$ cat src/rtl/am_symbol_feeder.sv
// am_symbol_feeder: buffers audio samples and converts one per PWM symbol tick into a thermometer word
`ifndef AM_PWM_STEPS
`define AM_PWM_STEPS 64
`endif
module am_symbol_feeder #(
  parameter int SAMPLE_WIDTH = 8,
  parameter int PWM_STEPS    = `AM_PWM_STEPS,
  parameter int FIFO_DEPTH   = 8,
  parameter int PRIME_LEVEL  = 4
) (
  input  logic                            clk,
  input  logic                            rst,
  input  logic [SAMPLE_WIDTH-1:0]         s_data,
  input  logic                            s_valid,
  output logic                            s_ready,
  input  logic                            symb_tick,
  output logic [PWM_STEPS-1:0]            symbol_word,
  output logic                            symbol_load,
  output logic                            running,
  output logic [$clog2(FIFO_DEPTH):0]     fifo_level,
  output logic [15:0]                     underrun_count
);
  localparam int DW = $clog2(PWM_STEPS);
  localparam int AW = $clog2(FIFO_DEPTH);
  localparam int LW = AW + 1;
  localparam logic [PWM_STEPS-1:0] IDLE_WORD = {{(PWM_STEPS/2){1'b1}}, {(PWM_STEPS/2){1'b0}}};
  typedef enum logic {PRIME, RUN} state_t;
  state_t state_q, state_d;
  logic [SAMPLE_WIDTH-1:0] mem_q [FIFO_DEPTH];
  logic [SAMPLE_WIDTH-1:0] mem_d [FIFO_DEPTH];
  logic [AW-1:0] wr_q, wr_d, rd_q, rd_d;
  logic [LW-1:0] level_q, level_d;
  logic [PWM_STEPS-1:0] word_q, word_d, conv;
  logic load_q, load_d;
  logic [15:0] urun_q, urun_d;
  logic [SAMPLE_WIDTH-1:0] head;
  logic [DW-1:0] duty;
  logic push, pop, underrun;
  always_comb begin
    s_ready  = ~rst & (level_q != LW'(FIFO_DEPTH));
    push     = s_valid & s_ready;
    pop      = symb_tick & (state_q == RUN) & (level_q != '0);
    underrun = symb_tick & (state_q == RUN) & (level_q == '0);
    head     = mem_q[rd_q];
    duty     = DW'(head >> (SAMPLE_WIDTH - DW));
    conv     = ~({PWM_STEPS{1'b1}} >> duty);
    mem_d    = mem_q;
    if (push) mem_d[wr_q] = s_data;
    wr_d     = wr_q + AW'(push);
    rd_d     = rd_q + AW'(pop);
    level_d  = level_q + LW'(push) - LW'(pop);
    word_d   = symb_tick ? (pop ? conv : IDLE_WORD) : word_q;
    load_d   = symb_tick;
    urun_d   = urun_q + 16'(underrun & (urun_q != 16'hFFFF));
    state_d  = (state_q == PRIME) ? ((level_d >= LW'(PRIME_LEVEL)) ? RUN : PRIME)
                                  : (underrun ? PRIME : RUN);
  end
  always_ff @(posedge clk) mem_q <= mem_d;
  always_ff @(posedge clk) begin
    if (rst) begin
      state_q <= PRIME;
      wr_q    <= '0;
      rd_q    <= '0;
      level_q <= '0;
      word_q  <= IDLE_WORD;
      load_q  <= 1'b0;
      urun_q  <= '0;
    end else begin
      state_q <= state_d;
      wr_q    <= wr_d;
      rd_q    <= rd_d;
      level_q <= level_d;
      word_q  <= word_d;
      load_q  <= load_d;
      urun_q  <= urun_d;
    end
  end
  assign symbol_word    = word_q;
  assign symbol_load    = load_q;
  assign running        = (state_q == RUN);
  assign fifo_level     = level_q;
  assign underrun_count = urun_q;
endmodule

$ cat config.mk
export PLATFORM = sky130hd
export DESIGN_NAME = am_symbol_feeder
export DESIGN_NICKNAME = d
export VERILOG_FILES = /design/src/rtl/am_symbol_feeder.sv
export SDC_FILE = /design/constraint.sdc
export NUM_CORES = 1
export LEC_CHECK = 0
export BUFFER_PORTS_ARGS = -buffer_cell sky130_fd_sc_hd__buf_2
export CORE_ASPECT_RATIO = 1.25
export CORE_MARGIN = 2
export CORE_UTILIZATION = 50
export DETAILED_ROUTE_END_ITERATION = 7
export GPL_TIMING_DRIVEN = 1
export PLACE_DENSITY = 0.75
export SLEW_MARGIN = 30
export SYNTH_ARGS = -nofsm -noshare
export SYNTH_HDL_FRONTEND = slang
export SYNTH_SLANG_ARGS = --single-unit
$ cat constraint.sdc
create_clock -name clk -period 2.7 [get_ports clk]
set_input_delay 0.135 -clock clk [delete_from_list [all_inputs] [get_ports clk]]
set_output_delay 0.135 -clock clk [all_outputs]
set_load 0.01 [all_outputs]
## Word level (Yosys, flattened, before mapping)

Cells that the tools add are included.

| storage, ports and cells | value |
|---|---|
| output and inout bits | 87 |
| input bits | 12 |
| word-level logic and storage cells | 50 |
| register bits after elaboration | 156 |

| operators by class | value |
|---|---|
| bitwise gates (word level) | 10 |
| shift-type cells | 1 |
| reduce and logical (&&, ||, !) cells | 3 |
| $add $sub $neg | 5 |
| muxes and demuxes | 10 |
| $lt $le $gt $ge | 4 |
| eq/ne operators | 2 |

Operators with widths:

| cell | count |
|---|---|
| 64-bit bitwise mux | 1 |
| 64-bit two-way mux | 1 |
| 64-bit inverter | 1 |
| 64-bit by 6-bit >> shifter with 64-bit output (first input constant) | 1 |
| 8-bit binary-select mux with 3-bit select | 1 |
| 8-bit demux with 3-bit select | 1 |
| 8-bit two-way mux | 3 |
| 16-bit by 1-bit adder with 16-bit output | 1 |
| 16-bit inequality test (second input constant) | 1 |
| 4-bit greater-or-equal comparator (second input constant) | 2 |
| 3-bit inverter with 4-bit output | 2 |
| 3-bit by 1-bit adder with 3-bit output | 2 |
| 1-bit bitwise AND | 6 |
| 4-bit by 1-bit adder with 4-bit output | 1 |
| 4-bit by 3-bit greater-or-equal comparator with 1-bit output (second input constant) | 1 |
| 4-bit zero test | 1 |
| 4-bit by 1-bit less-than comparator with 1-bit output (second input constant) | 1 |
| 4-bit inequality test (second input constant) | 1 |
| 4-bit nonzero test | 1 |
| 4-bit by 1-bit subtractor with 4-bit output | 1 |
| 1-bit two-way mux | 3 |
| 1-bit logical AND | 1 |
| 1-bit inverter | 1 |

## Longest topological paths before layout

Gate-level depths: netlist (run 1).

| logic depth | value |
|---|---|
| depth in word-level cells | 8 |
| depth in mapped cells | 13 |
| depth with buffers taken out | 12 |

## Least setup slack after synthesis (run 1)

No wires, ideal clock.

| timing | value |
|---|---|
| kind | reg-to-reg |
| start | register level_q[2], in the netlist fifo_level[2] |
| end | register state_q, in the netlist running |
| period minus slack after synthesis | 2.690 ns |
| library setup time | 0.091 ns |
| stages on the path, launching flop included | 12 |
| data arrival time | 2.599 ns |
| path buffers | 0 |
| setup slack | 0.010 ns |
| required time | 2.609 ns |
| cells stage by stage | dfxtp_1 > inv_1 > ha_1 > or3b_2 > nand3_1 > inv_1 > ha_1 > inv_1 > ha_1 > fa_1 > xnor2_1 > a311oi_1 |

| on the way | value |
|---|---|
| word-level cells in the longest chain between the ends | 8 |
| elaborated cells between the ends (all ways) | 13 |
| classes of those cells | add/sub: 2; order compare: 1; eq/ne: 1; mux: 3; bitwise: 4; reduce/logical: 2 |

Ends and longest elaborated chain:

| element | line | text |
|---|---|---|
| start: declaration | 32 | `logic [LW-1:0] level_q, level_d;` |
| start signal: assignment | 72 | `level_q <= level_d;` |
| 4-bit inequality test | 40 | `s_ready = ~rst & (level_q != LW'(FIFO_DEPTH));` |
| 1-bit bitwise AND | 40 |  |
| 1-bit bitwise AND | 41 | `push = s_valid & s_ready;` |
| 4-bit by 1-bit adder with 4-bit output | 51 | `level_d = level_q + LW'(push) - LW'(pop);` |
| 4-bit by 1-bit subtractor with 4-bit output | 51 |  |
| 4-bit by 3-bit greater-or-equal comparator with 1-bit output | 55 | `state_d = (state_q == PRIME) ? ((level_d >= LW'(PRIME_LEVEL)) ? RUN : PRIME)` |
| 1-bit two-way mux | 55 |  |
| 1-bit two-way mux (*) | 55 |  |
| end signal: assignment | 69 | `state_q <= state_d;` |
| end: declaration | 28 | `state_t state_q, state_d;` |

Mark *: on every way between the ends. The rest lies on a longest branch, timed or not.
A chain may end at the register's enable or synchronous reset.

## Final worst setup path (run 1)

| timing | value |
|---|---|
| start | register urun_q[9], in the netlist underrun_count[9] |
| end | register urun_q[12], in the netlist underrun_count[12] |

| on the way | value |
|---|---|
| word-level cells in the longest chain between the ends | 3 |

Ends and longest elaborated chain:

| element | line | text |
|---|---|---|
| start: declaration | 35 | `logic [15:0] urun_q, urun_d;` |
| start signal: assignment | 75 | `urun_q <= urun_d;` |
| 16-bit inequality test | 54 | `urun_d = urun_q + 16'(underrun & (urun_q != 16'hFFFF));` |
| 1-bit bitwise AND | 54 |  |
| 16-bit by 1-bit adder with 16-bit output (*) | 54 |  |

Marks and branches as above.

==> key figures, run 1 <==
Run status
  • Status: finished, final reports clean

Placement
  • Placement Cell Area: 6340 um^2
  • Placed wire-length estimate: about 8.8 mm
  • Port bufs: between 90 and 100
  • Pre-CTS setup slack: -16.2 ps
  • Placer Congestion: around 0.80

Drt
  • First drt pass iteration count: 4
  • Post-route ant nets: 0
  • Vias: 4224
  • Remaining DRCs: 0
  • Wire per inst: between 15 and 20 um
  • Routed WL: 12.7 mm
  • DRT iter0 DRCs: 178
  • Via density: about 5.5

Yosys
  • Top-count cell post-synth: dfxtp_1
  • Synth Warn #: 0
  • Syn Area/Cell: around 11 um^2
  • Post-synth cell types: between 50 and 60
  • Main area contributors after synthesis: dfxtp_1 32%, edfxtp_1 25%, nor2_1 4.1%, mux4_2 3.6%, a21oi_1 3.2%
  • Mapped cell area: roughly 5700 um^2
  • Top_reg_cell synth: dfxtp_1
  • Commonest cells in the netlist: 91 x dfxtp_1, 62 x nor2_1, 48 x edfxtp_1
  • Share of the synthesized area in the top cell type: 32.2%
  • FF+latch count, synth: around 140
  • Register area share after synthesis: approximately 58%
  • Post-synth EDFFs: 48
  • Area leader, netlist: dfxtp_1
  • Synth async-reset ratio: 0%
  • Post-Syn Nets: about 530
  • Post-Syn Instances: roughly 510

STA
  • Final count of pins violating max slew: 0
  • Hold Vio Cnt, Final: 0
  • Hold_ws: 45.0 ps
  • Worst Slack Setup Final: ~130 ps
  • Fin crit share: 95.2%
  • Slew headroom: 40.8%
  • Minimum clock period: 2570 ps
  • FMAX: about 0.39 GHz
  • Final Setup Violations: 0
  • Slew @ Worst Pin: 883 ps
  • Setup Skew: ~9.9 ps

Setup path
  • CP startpoint kind: flop
  • Crit path kind: flop to flop
  • CP Capture Type: flop
  • Worst path slowest cell: or3_1
  • WP data arrival: ~2800 ps
  • CP cell instances: and4_2 -> nand4_1 -> or3_1 -> o31a_1 -> ha_1 -> ha_2 -> nand2_1 -> or2_4 -> nor2b_1 -> xnor2_1 -> nor2_1
  • CP max FO: 6
  • Worst path required time: a little under 3000 ps
  • Slowest stage delay, CP: between 300 and 400 ps

Layout
  • Fin area: 6990 um^2
  • Total Nets Final: roughly 650
  • Fraction of layout cells with a size suffix above 1: between 20% and 30%
  • Area of the multi-input gates: approximately 2200 um^2
  • Fillcell total: roughly 860
  • Area grow syn2layout: 23.3%
  • FF+latch area: around 3300 um^2
  • Diode count: 0

Power
  • Pwr/cell area: approximately 800 nW/um^2
  • Leak pwr: 2.70 nW
  • Worst vdd ir: approximately 0.4 mV
  • Overall power: 5.68 mW

Die
  • Die width: 99.2 um
  • # rows: 43
  • Starting Density: approximately 51%
  • Die ar.: roughly 12000 um^2
  • Core ar.: 11100 um^2
  • Ports: 99
  • Die Y: approximately 120 um

Job
  • Max Cap Viol: 0

Global route
  • First-pass GRT wire length: a little under 20 mm
  • Total GRT Usage: 20.9%
  • Largest net degree at the start of global routing: 73
  • Overflow left after global routing: 0
  • Vias in the first global route: 3958
  • Antenna violations before repair: 0

Clocking
  • CTS clk-pin slew, worst paths: about 60 ps
  • Clk root buf: clkbuf_16
  • Clock buffer count from CTS: 17
  • CTS H-tree lvls: 4
  • TritonCTS clock tree: yes
  • Clk sinks: roughly 140
  • Clock Path Buffers: 2
  • Clock latency on the worst-skew pair: 420 ps

Worst hold path
  • HP Class: primary input to flop
==> area by class of cell <==
class	count	share of cell area (%)
clock buffer	24	6.61
tap	135	2.42
multi-input combinational	322	31.5
clock inverter	8	1.36
sequential	139	46.7
timing repair buffer	128	10.5
inverter	16	0.860
==> flip-flops by register name, summed over array words and instances (netlist names) <==
| signal | cells |
|---|---|
| symbol_word | 63 |
| mem_q | 48 |
| underrun_count | 16 |
| fifo_level | 4 |
| rd_q | 3 |
| wr_q | 3 |
| running | 1 |
| symbol_load | 1 |
==> layout by cell type, fill, tap and decap left out, drive strengths merged, types with 6 or more instances in the layout <==
cell type,n
dfxtp,91
ha,12
nor3,17
nor2b,11
a21oi,38
edfxtp,48
mux4,10
mux2i,7
nand2,40
xor2,6
xnor2,10
nor2,63
a31oi,6
buf,123
a22oi,9
inv,15
clkbuf,24
nand3,13
o21ai,38
==> through the flow <==
stage               cells  TNS [ps]  util [%]
finish                772         0      63.0
CTS                   771         0      62.8
global route          772     -6.49      63.0
detailed placement    734     -30.2      57.2
global placement      734         0      57.2
floorplan             506         0         -
==> critical path, delay by kind of cell (launching register included) <==
kind                       cells  cell delay (ps)
AOI/OAI and AO/OA              1              280
adders and majority gates      2              400
and+or+nand+nor                7             1210
xor gates and xnor gates       1              180
DFF                            1              360
==> timing repair <==
action | CTS | global route
hold buffers | 5 | 0
setup buffers | 0 | 1
endpoints found under the hold margin | 40 | 0
gates resized for setup | 2 | 9
pin swaps | 0 | 4
setup endpoints to repair | 3 | 6
==> layer usage <==
layer | part of all wire (%) | global-route usage, % | wire, um
met1 | 40 | 24.3 | 5130
met2 | 51 | 35.5 | 6440
met3 | 5.1 | 4.92 | 650
met4 | 3.7 | 12.2 | 464
met5 | 0 | 0 | 0
==> where the power goes <==
group | leakage (nW) | internal, mW | switching, mW | total, mW
logic | 1.26 | 0.448 | 0.648 | 1.10
clock network | 0.268 | 1.38 | 0.806 | 2.18
registers | 1.17 | 2.30 | 0.103 | 2.40
==> logic make-up (layout without fill, tap and decap cells) <==
logic type / after synthesis / in the layout / share of synthesized area, %
flip-flops: 139 / 139 / 57.6
multiplexers: 21 / 21 / 7.18
other: 1 / 1 / 0.0662
adder cells (fa/ha/maj): 13 / 13 / 3.00
XOR/XNOR: 16 / 16 / 2.47
AND/OR/NAND/NOR: 163 / 163 / 13.7
AO/OA/AOI/OAI: 108 / 108 / 11.9
buffers and inverters: 45 / 176 / 4.02
==> worst paths after layout <==
kind,start,end,slack [ps],cells after the start
worst max register to register,underrun_count[9],underrun_count[12],130,11
worst max-delay path,underrun_count[9],underrun_count[12],130,11
worst min-delay path,s_data[7],mem_q[23],40,1
worst min register to register,symbol_word[48],symbol_word[48],450,2
Power figures use the tool's default switching activity.
==> run 2: changes to the inputs <==
--- a/config.mk
+++ b/config.mk
@@ -8,10 +8,10 @@
 export BUFFER_PORTS_ARGS = -buffer_cell sky130_fd_sc_hd__buf_2
 export CORE_ASPECT_RATIO = 1.25
 export CORE_MARGIN = 2
-export CORE_UTILIZATION = 50
+export CORE_UTILIZATION = 55
 export DETAILED_ROUTE_END_ITERATION = 7
 export GPL_TIMING_DRIVEN = 1
-export PLACE_DENSITY = 0.75
+export PLACE_DENSITY = 0.79
 export SLEW_MARGIN = 30
 export SYNTH_ARGS = -nofsm -noshare
 export SYNTH_HDL_FRONTEND = slang
==> constraint.sdc (replaced) <==
create_clock -name clk -period 2.45 [get_ports clk]
set_input_delay 0.1225 -clock clk [delete_from_list [all_inputs] [get_ports clk]]
set_output_delay 0.1225 -clock clk [all_outputs]
set_load 0.01 [all_outputs]
==> run 2 against run 1 <==
  * The flow now finishes with violations (negative setup slack)
  * Sequential cell count unchanged
  * Die area down 8.8%
  * Setup slack worse by 200 ps
  * Non-clock buffer count rose by 16
  * Via count grew 3.3%
  * Sequential power grew 10%
  * Largest power group is now clock
==> key figures, run 2 (synthesis results as in run 1) <==
Run status
  • Status: finished, violations left
  • Failing checks: negative setup slack

Setup path
  • R2R cell count: 11 (unchanged)
  • CP max FO: 6 (unchanged)
  • CP Capture Type: flop
  • CP startpoint kind: flop
  • Worst path required time: 2730 ps (-240 ps)
  • WP data arrival: 2800 ps (-40 ps)
  • Crit path kind: flop to flop

Clocking
  • Clock latency on the worst-skew pair: 420 ps (about the same)
  • Clk sinks: 139 (unchanged)
  • TritonCTS clock tree: yes
  • Clock Path Buffers: 2 (unchanged)
  • Clk root buf: clkbuf_16
  • Clock buffer count from CTS: 17 (unchanged)
  • CTS H-tree lvls: 4 (unchanged)
  • CTS clk-pin slew, worst paths: 60 ps (about the same)

Placement
  • Placed wire-length estimate: 9.11 mm (+4.1%)
  • Placement Cell Area: 6510 um^2 (+2.6%)
  • Pre-CTS setup slack: -65.4 ps (-49.2 ps)
  • Placer Congestion: 0.814 (+1.5%)
  • Port bufs: 95 (unchanged)

Drt
  • Met2 routed WL: 6.98 mm (+8.3%)
  • First drt pass iteration count: 5 (+1)
  • DRT iter0 DRCs: 264 (+48%)
  • Via density: 5.58 (+2.0%)
  • Top sig layer: met4
  • M1 WL: 5.36 mm (+4.4%)
  • WL met3: 845 um (+30%)
  • Remaining DRCs: 0 (unchanged)
  • Post-route ant nets: 0 (unchanged)
  • Wire per inst: 17.4 um (+6.2%)
  • Routed WL: 13.6 mm (+7.6%)
  • Vias: 4365 (+3.3%)

STA
  • Final count of pins violating max slew: 0 (unchanged)
  • RSZ-0062 raised after global routing: true
  • Minimum clock period: 2520 ps (-50.0 ps)
  • Fin crit share: 103% (+7.7 points)
  • Slew @ Worst Pin: 776 ps (-106 ps)
  • Hold Vio Cnt, Final: 0 (unchanged)
  • Worst Slack Setup Final: -69.4 ps (-200 ps)
  • Slew headroom: 48.2% (+7.4 points)
  • Final Setup Violations: 6 (+6)
  • FMAX: 0.397 GHz (+2.0%)
  • Setup Skew: 8.91 ps (-0.969 ps)

Layout
  • Commonest non-fill, non-tap cell in the layout: buf_2
  • Area grow syn2layout: 29.6%
  • Fin area: 7340 um^2 (+5.1%)
  • Total Nets Final: 665 (+2.5%)
  • Fraction of layout cells with a size suffix above 1: 33.8% (+4.2 points)
  • Flip-flop count of the largest register after layout: 63 (unchanged)
  • Diode count: 0 (unchanged)
  • Final core utilization: 73.0% (+10 points)
  • Most frequent cells in the layout: 95 x buf_2, 87 x dfxtp_1, 60 x nor2_1

Power
  • Worst vdd ir: 0.527 mV (+35%)
  • Psw: 1.88 mW (+20%)
  • Logic pwr share: 21.8% (+2.5 points)
  • Reg power frac: 38.5% (-3.8 points)
  • Overall power: 6.85 mW (+21%)
  • Switching share of power: 27.4% (about the same)
  • Clock network power share: 39.7% (+1.3 points)
  • Pint: 4.97 mW (+21%)
  • Pwr/cell area: 933 nW/um^2 (+15%)
  • Leak pwr: 2.85 nW (+5.3%)

Global route
  • First-pass GRT wire length: 21.8 mm (+12%)
  • Vias in the first global route: 4348 (+9.9%)
  • Antenna violations before repair: 0 (unchanged)
  • Overflow left after global routing: 0 (unchanged)
  • Largest net degree at the start of global routing: 73 (unchanged)
  • Total GRT Usage: 25.3% (+4.4 points)

Die
  • Core ar.: 10100 um^2 (-9.3%)
  • Ports: 99 (unchanged)
  • # rows: 41 (-4.7%)
  • Die width: 94.8 um (-4.5%)
  • Die ar.: 11100 um^2 (-8.8%)
  • Starting Density: 56.3% (+5.2 points)
  • Die Y: 117 um (-4.5%)

Worst hold path
  • Hold Crit Depth: 4 (+3)
  • HP Class: primary input to flop

Job
  • Max Cap Viol: 0 (unchanged)
run 2: worst paths after layout:
check / startpoint / slack (ps) / endpoint
setup / recovery: underrun_count[8] / -70 / underrun_count[10]
hold reg to reg: symbol_word[48] / 450 / symbol_word[48]
hold / removal: symb_tick / 190 / running
setup reg to reg: underrun_count[8] / -70 / underrun_count[10]
run 2: timing repair:
action | 4_1_cts | 5_1_grt
pin swaps | 3 | 16
hold buffers | 6 | 0
endpoints found under the setup margin | 4 | 10
endpoints found under the hold margin | 48 | 0
resized for setup | 6 | 14
setup buffers | 0 | 7
run 2: metal layers:
layer,global-route usage [%],vias up
met5,0,-
met4,12.1,0
met3,5.89,39
met2,42.0,189
met1,30.8,2065
li1,-,2072
run 2: power by group through the flow:
stage / Clock (mW) / Combinational (mW) / Sequential [mW]
after floorplan: 0 / 0.829 / 2.72
after global placement: 0 / 1.29 / 2.66
after detailed placement: 0 / 1.34 / 2.67
after CTS: 2.75 / 1.41 / 2.63
after global routing: 2.85 / 1.62 / 2.65
final: 2.72 / 1.49 / 2.64
run 2: stage by stage:
step	setup TNS [ps]	cells	hold WS, ps
6_report	-300	782	187
5_1_grt	-1440	782	213
4_1_cts	0	775	195
3_5_place_dp	-208	737	405
3_3_place_gp	0	737	382
2_1_floorplan	-8.46	506	221
run 2: layout make-up:
class / count / area [um^2]
clock inverters: 14 / 201
well taps: 129 / 161
flip-flops and latches: 139 / 3270
multi-input cells: 322 / 2320
inverters: 16 / 60.1
repair buffers: 144 / 896
fillers: 661 / 2720
clock buffers: 18 / 429
run 2: critical path: stages, from the launching register on:
cell     delay [ps]
dfxtp_2         350
and4_4          220
nand4_1         220
or3_1           440
o31a_1          290
ha_4            190
ha_4            160
nand2_2          60
or2_4           160
nor2b_1          70
xnor2_1         150
nor2_1           50
